### config.mk
export PLATFORM = sky130hd
export DESIGN_NAME = pipelined_cla_adder
export DESIGN_NICKNAME = d
export VERILOG_FILES = /design/src/rtl/cla_pkg.sv /design/src/rtl/cla_block.sv /design/src/rtl/pipelined_cla_adder.sv
export SDC_FILE = /design/constraint.sdc
export NUM_CORES = 1
export LEC_CHECK = 0
export ABC_AREA = 1
export BUFFER_PORTS_ARGS = -buffer_cell sky130_fd_sc_hd__buf_2
export CAP_MARGIN = 20
export CORE_MARGIN = 5
export CORE_UTILIZATION = 35
export CTS_CLUSTER_DIAMETER = 120
export CTS_CLUSTER_SIZE = 24
export DETAILED_ROUTE_END_ITERATION = 8
export HOLD_SLACK_MARGIN = 0.06
export SLEW_MARGIN = 15
export SYNTH_ARGS = -nofsm -noshare
export SYNTH_HDL_FRONTEND = slang
export SYNTH_HIERARCHICAL = 1
export SYNTH_SLANG_ARGS = --single-unit
### constraint.sdc
create_clock -name clk -period 2.45 [get_ports clk]
set_input_delay 0.1225 -clock clk [delete_from_list [all_inputs] [get_ports clk]]
set_output_delay 0.1225 -clock clk [all_outputs]
set_load 0.01 [all_outputs]
### src/rtl/cla_pkg.sv
// Shared carry-lookahead definitions: block width and the 4-bit group generate/propagate
// function used by every cla_block.
package cla_pkg;

  localparam int unsigned BLK_W = 4;

  typedef struct packed {
    logic g;
    logic p;
  } gp_t;

  // Group G is the OR of each bit generate ANDed with all propagates above it.
  function automatic gp_t group_gp(input logic [BLK_W-1:0] g, input logic [BLK_W-1:0] p);
    gp_t r;
    logic term;
    r.p = &p;
    r.g = 1'b0;
    for (int i = 0; i < BLK_W; i++) begin
      term = g[i];
      for (int m = i + 1; m < BLK_W; m++) term = term & p[m];
      r.g = r.g | term;
    end
    return r;
  endfunction

endpackage

### src/rtl/cla_block.sv
// One 4-bit carry-lookahead block: bit carries from lookahead, plus group G/P for the
// stage-level lookahead. G/P depend only on the operands, never on c_in.
module cla_block
  import cla_pkg::*;
(
  input  logic [BLK_W-1:0] a,
  input  logic [BLK_W-1:0] b,
  input  logic             c_in,
  output logic [BLK_W-1:0] sum,
  output logic             G,
  output logic             P
);

  logic [BLK_W-1:0] bit_g;
  logic [BLK_W-1:0] bit_p;
  logic [BLK_W-1:0] c;
  logic             t;
  gp_t              gp;

  assign bit_g = a & b;
  assign bit_p = a ^ b;

  always_comb begin
    t = 1'b0;
    for (int j = 0; j < BLK_W; j++) begin
      c[j] = c_in;
      for (int m = 0; m < j; m++) c[j] = c[j] & bit_p[m];
      for (int i = 0; i < j; i++) begin
        t = bit_g[i];
        for (int m = i + 1; m < j; m++) t = t & bit_p[m];
        c[j] = c[j] | t;
      end
    end
  end

  assign sum = bit_p ^ c;
  assign gp  = group_gp(bit_g, bit_p);
  assign G   = gp.g;
  assign P   = gp.p;

endmodule

### src/rtl/pipelined_cla_adder.sv
// Pipelined carry-lookahead adder/subtractor with per-stage valid/ready flow control.
// Define CLA_OVERFLOW_EN to add the signed-overflow output ovf.
module pipelined_cla_adder
  import cla_pkg::*;
#(
  parameter int unsigned WIDTH  = 16,
  parameter int unsigned STAGES = 4
) (
  input  logic             clk,
  input  logic             rst,
  input  logic             in_valid,
  output logic             in_ready,
  input  logic [WIDTH-1:0] a,
  input  logic [WIDTH-1:0] b,
  input  logic             cin,
  input  logic             sub,
  output logic             out_valid,
  input  logic             out_ready,
  output logic [WIDTH-1:0] sum,
  output logic             cout
`ifdef CLA_OVERFLOW_EN
  ,
  output logic             ovf
`endif
);

  localparam int unsigned NBLK = WIDTH / BLK_W;
  localparam int unsigned BPS  = NBLK / STAGES;
  localparam int unsigned SW   = BPS * BLK_W;

  logic [STAGES-1:0] v_q;
  logic [STAGES-1:0] v_in;
  logic [STAGES-1:0] adv;
  logic              adv_chain;

  // Stall chain runs from the output back to stage 0.
  always_comb begin
    adv       = '0;
    adv_chain = out_ready;
    for (int k = STAGES - 1; k >= 0; k--) begin
      adv[k]    = !v_q[k] || adv_chain;
      adv_chain = adv[k];
    end
  end

  always_comb begin
    v_in    = '0;
    v_in[0] = in_valid;
    for (int k = 1; k < STAGES; k++) v_in[k] = v_q[k-1];
  end

  always_ff @(posedge clk) begin
    if (rst) begin
      v_q <= '0;
    end else begin
      for (int k = 0; k < STAGES; k++) begin
        if (adv[k]) v_q[k] <= v_in[k];
      end
    end
  end

  assign in_ready  = adv[0];
  assign out_valid = v_q[STAGES-1];

  for (genvar k = 0; k < STAGES; k++) begin : g_stg
    localparam int unsigned LO = k * SW;
    localparam int unsigned LW = LO + SW;
    localparam int unsigned RW = WIDTH - LO;

    logic [RW-1:0]  a_nx;
    logic [RW-1:0]  b_nx;
    logic           sub_s;
    logic           c_s;
    logic [SW-1:0]  a_s;
    logic [SW-1:0]  b_s;
    logic [SW-1:0]  blk_sum;
    logic [BPS-1:0] grp_g;
    logic [BPS-1:0] grp_p;
    logic [BPS:0]   bc;
    logic           t;
    logic [LW-1:0]  sum_d;
    logic [LW-1:0]  sum_q;
    logic           c_q;

    if (k == 0) begin : g_src
      assign a_nx  = a;
      assign b_nx  = b;
      assign sub_s = sub;
      assign c_s   = sub ? 1'b1 : cin;
      assign sum_d = blk_sum;
    end else begin : g_src
      assign a_nx  = g_stg[k-1].g_hi.a_q;
      assign b_nx  = g_stg[k-1].g_hi.b_q;
      assign sub_s = g_stg[k-1].g_hi.sub_q;
      assign c_s   = g_stg[k-1].c_q;
      assign sum_d = {blk_sum, g_stg[k-1].sum_q};
    end

    // b is carried raw between stages and inverted where it is consumed.
    assign a_s = a_nx[SW-1:0];
    assign b_s = b_nx[SW-1:0] ^ {SW{sub_s}};

    for (genvar j = 0; j < BPS; j++) begin : g_blk
      cla_block u_blk (
        .a   (a_s[j*BLK_W +: BLK_W]),
        .b   (b_s[j*BLK_W +: BLK_W]),
        .c_in(bc[j]),
        .sum (blk_sum[j*BLK_W +: BLK_W]),
        .G   (grp_g[j]),
        .P   (grp_p[j])
      );
    end

    always_comb begin
      t = 1'b0;
      for (int j = 0; j <= BPS; j++) begin
        bc[j] = c_s;
        for (int m = 0; m < j; m++) bc[j] = bc[j] & grp_p[m];
        for (int i = 0; i < j; i++) begin
          t = grp_g[i];
          for (int m = i + 1; m < j; m++) t = t & grp_p[m];
          bc[j] = bc[j] | t;
        end
      end
    end

    always_ff @(posedge clk) begin
      if (rst) begin
        sum_q <= '0;
        c_q   <= 1'b0;
      end else if (adv[k] && v_in[k]) begin
        sum_q <= sum_d;
        c_q   <= bc[BPS];
      end
    end

    if (k < STAGES - 1) begin : g_hi
      logic [RW-SW-1:0] a_q;
      logic [RW-SW-1:0] b_q;
      logic             sub_q;

      always_ff @(posedge clk) begin
        if (rst) begin
          a_q   <= '0;
          b_q   <= '0;
          sub_q <= 1'b0;
        end else if (adv[k] && v_in[k]) begin
          a_q   <= a_nx[RW-1:SW];
          b_q   <= b_nx[RW-1:SW];
          sub_q <= sub_s;
        end
      end
    end

`ifdef CLA_OVERFLOW_EN
    if (k == STAGES - 1) begin : g_ovf
      logic ovf_q;

      // Carry into the MSB is recovered from the MSB sum bit.
      always_ff @(posedge clk) begin
        if (rst) begin
          ovf_q <= 1'b0;
        end else if (adv[k] && v_in[k]) begin
          ovf_q <= (a_s[SW-1] ^ b_s[SW-1] ^ blk_sum[SW-1]) ^ bc[BPS];
        end
      end
    end
`endif
  end

  assign sum  = g_stg[STAGES-1].sum_q;
  assign cout = g_stg[STAGES-1].c_q;
`ifdef CLA_OVERFLOW_EN
  assign ovf  = g_stg[STAGES-1].g_ovf.ovf_q;
`endif

endmodule

==> results_dict.tcl <==
set metrics [dict create \
    critical-path-top-delay-family "adder cells" \
    clock_latency_ns 0.34 \
    rows 42 \
    syn_area_per_cell_um2 7.28 \
    syn-num-nets 709 \
    max_freq_ghz 0.535 \
    core_um2 13200 \
    rsz0062_at_grt "no" \
    worst_pin_slew_ns 0.645 \
    leakage_nw 2.67 \
    clk_pin_slew_ns 0.07 \
    crit_required_ns 2.68 \
    powerDensity_nw_per_um2 719 \
    r2r-start "g_stg[0].g_hi.sub_q" \
    wl_per_cell_um 11.2 \
    cp_num_cells 8 \
    hold_slack_ns 0.0962 \
    area_delta_synth_final_pct 14.7 \
    slowest_delay_ns 0.46 \
    cts-root-buf "clkbuf_16" \
    grtUsageMet1_pct 17.2 \
    worstHoldStart "a[4]" \
    ant_nets 0 \
    num-fill-cells 1422 \
    grt_pass1_vias 3809 \
    tns_ns 0 \
    vias 3923 \
    wl_mm 9.59 \
    hold_violations 0 \
    path_cells "xor2_1 > ha_1 > ha_1 > nand2_1 > nand3_2 > xor2_1 > o21ai_0 > nor2_1" \
    worst_slack_ns 0.582 \
    final_nets 740 \
    grt_use_met2_pct 19.5 \
    diodes 0 \
    relSlewSlack_pct 57.0 \
    path_class "flip-flop to flip-flop" \
    drtIter0Drc 344 \
    yosys_register_bits 99 \
    num_io_pins 57 \
    setup_violations 0 \
    dpl_cell_area_um2 5060 \
    path_buf_inv 0 \
    met3_usage_pct 3.22 \
    reg2reg_slack_ns 0.58 \
    fin_area_um2 5410 \
    final_cell_count_no_fill 858 \
    arrival_ns 2.09 \
    yosys_warnings 6 \
    synth_cell_types 27 \
    period_needed_ns 1.87 \
    startpoint_type "flip-flop" \
    grt_pass1_wl_mm 17.2 \
    antenna_found_initial 0 \
    grt.busiest_layer "met2" \
    drive_above_1_share_pct 13.0 \
    path_max_fanout 6 \
    netlist_area_um2 4710 \
    h-tree-depth 3 \
    hpwl_mm 6.82 \
    dr.pass1.iters 4 \
    ys_seq_area_share_pct 42.1 \
    cap_violations 0 \
    slew_viol_final 0 \
    regToRegEndpoint "g_stg[1].sum_q[6]" \
    grt_max_degree 63 \
    critPathSlowestCell "dfxtp_1" \
    fp.dieW_um 126 \
    finish.utilization_pct 40.8 \
    synthCells 647 \
    cts_buffers 9 \
    viasPerCell 4.57 \
    place_inst 842 \
    die-area_um2 15900 \
    die_h_um 126 \
    clock_sink_count 99 \
    drcViolationCount 0 \
    status "complete, no violations" \
    rr_worst_depth 8 \
    gr-usage-all-layers_pct 12.4 \
    hold_class "input port to flip-flop" \
    fin_skew_ns 0.00851 \
    io_buffers 56 \
    clock_path_buffers 2 \
    pre_cts_ws_ns 0.602 \
    fin_crit_sh_pct 76.2 \
    cts_tree "yes" \
    cp-end-kind "flip-flop" \
    start_util_pct 35.6 \
    place_congestion 0.863 \
    hold_depth 5 \
    hold_end "g_stg[0].g_hi.a_q[0]" \
    overflow 0 \
    power_mw 3.89 \
    ir_drop_mv 0.547 \
]
==> sequential cells by signal (all words and copies together), names as in the netlist <==
name,count
cout,1
v_q,4
g_stg.sum_q,24
g_stg.g_hi.b_q,24
sum,16
g_stg.g_hi.sub_q,3
g_stg.g_hi.a_q,24
g_stg.c_q,3
==> final cells by class <==
type / count / area [µm²] / share of cell area, %
sequential: 99 / 1980 / 36.7
inverter: 54 / 203 / 3.75
clock buffer: 9 / 225 / 4.17
multi-input combinational: 453 / 2330 / 43.1
timing repair buffer: 61 / 333 / 6.16
clock inverter: 6 / 114 / 2.11
tap: 176 / 220 / 4.07
==> synth_stat cells <==
library cell,n,area share (%)
a21o_1,1,0.16
a21oi_1,36,3.8
a31oi_1,4,0.53
buf_1,5,0.40
buf_2,17,1.8
buf_4,2,0.32
buf_6,2,0.48
clkbuf_1,14,1.1
clkbuf_2,1,0.11
dfxtp_1,99,42
fa_1,4,1.7
ha_1,20,5.3
inv_1,51,4.1
inv_2,3,0.24
nand2_1,76,6.1
nand2_2,1,0.13
nand2_4,1,0.24
nand3_1,43,4.6
nand3_2,5,1.1
nand4_1,4,0.53
nand4_2,1,0.27
nor2_1,167,13
nor2_4,2,0.48
o21ai_0,54,5.7
o21ai_1,10,1.1
xnor2_1,1,0.19
xor2_1,23,4.3
==> worst reg2reg max path, stage by stage (launching register included) <==
cell	delay, ns
dfxtp_1	0.46
xor2_1	0.28
ha_1	0.31
ha_1	0.21
nand2_1	0.08
nand3_2	0.08
xor2_1	0.14
o21ai_0	0.16
nor2_1	0.05
==> cells by family (layout without fill, tap and decap cells) <==
| kind of cell | after synthesis | count (layout) | synth area share (%) |
|---|---|---|---|
| xor gates and xnor gates | 24 | 24 | 4.46 |
| and+or+nand+nor | 300 | 300 | 26.6 |
| DFF | 99 | 99 | 42.1 |
| adders and majority gates | 24 | 24 | 7.01 |
| buffers and inverters | 95 | 130 | 8.52 |
| AOI/OAI and AO/OA | 105 | 105 | 11.3 |
==> worst max-delay path by stage <==
stage,to,slack [ns],from
after floorplan,g_stg[2].sum_q[10],0.61,g_stg[1].g_hi.sub_q
after global placement,g_stg[2].sum_q[10],0.66,g_stg[1].g_hi.sub_q
after detailed placement,g_stg[1].sum_q[6],0.60,g_stg[0].g_hi.sub_q
after CTS,g_stg[1].sum_q[6],0.58,g_stg[0].g_hi.sub_q
after global routing,g_stg[1].sum_q[6],0.38,g_stg[0].g_hi.sub_q
final,g_stg[1].sum_q[6],0.58,g_stg[0].g_hi.sub_q
==> per-layer routing <==
metal | wire, µm | up-vias
li1 | - | 2116
met1 | 5030 | 1697
met2 | 3950 | 102
met3 | 529 | 8
met4 | 83 | 0
met5 | 0 | -
==> repair_timing <==
item	4_1_cts	5_1_grt
buffers inserted	0	0
endpoints found under the hold margin	4	0
hold buffers	1	0
resized for setup	0	0
==> layout by cell type (no fill, tap or decap), types with 2 or more instances in the layout <==
| cell type | netlist | layout |
|---|---|---|
| dfxtp_1 | 99 | 99 |
| nand3_1 | 43 | 43 |
| nand4_1 | 4 | 4 |
| fa_1 | 4 | 4 |
| ha_1 | 20 | 20 |
| bufinv_16 | 0 | 3 |
| o21ai_0 | 54 | 54 |
| clkbuf_16 | 0 | 9 |
| nor2_1 | 167 | 167 |
| nand3_2 | 5 | 5 |
| nand2_1 | 76 | 76 |
| buf_4 | 2 | 3 |
| xor2_1 | 23 | 23 |
| buf_2 | 17 | 56 |
| a31oi_1 | 4 | 4 |
| inv_1 | 51 | 50 |
| clkinvlp_4 | 0 | 2 |
| a21oi_1 | 36 | 36 |
| inv_2 | 3 | 4 |
| o21ai_1 | 10 | 10 |
| nor2_4 | 2 | 2 |
==> report_power, final <==
group	total [mW]	switching, mW	internal (mW)	leakage (nW)
Combinational	0.534	0.314	0.219	1.70
Clock	1.58	0.587	0.995	0.158
Sequential	1.77	0.0630	1.71	0.815
Power figures use the tool's default switching activity.
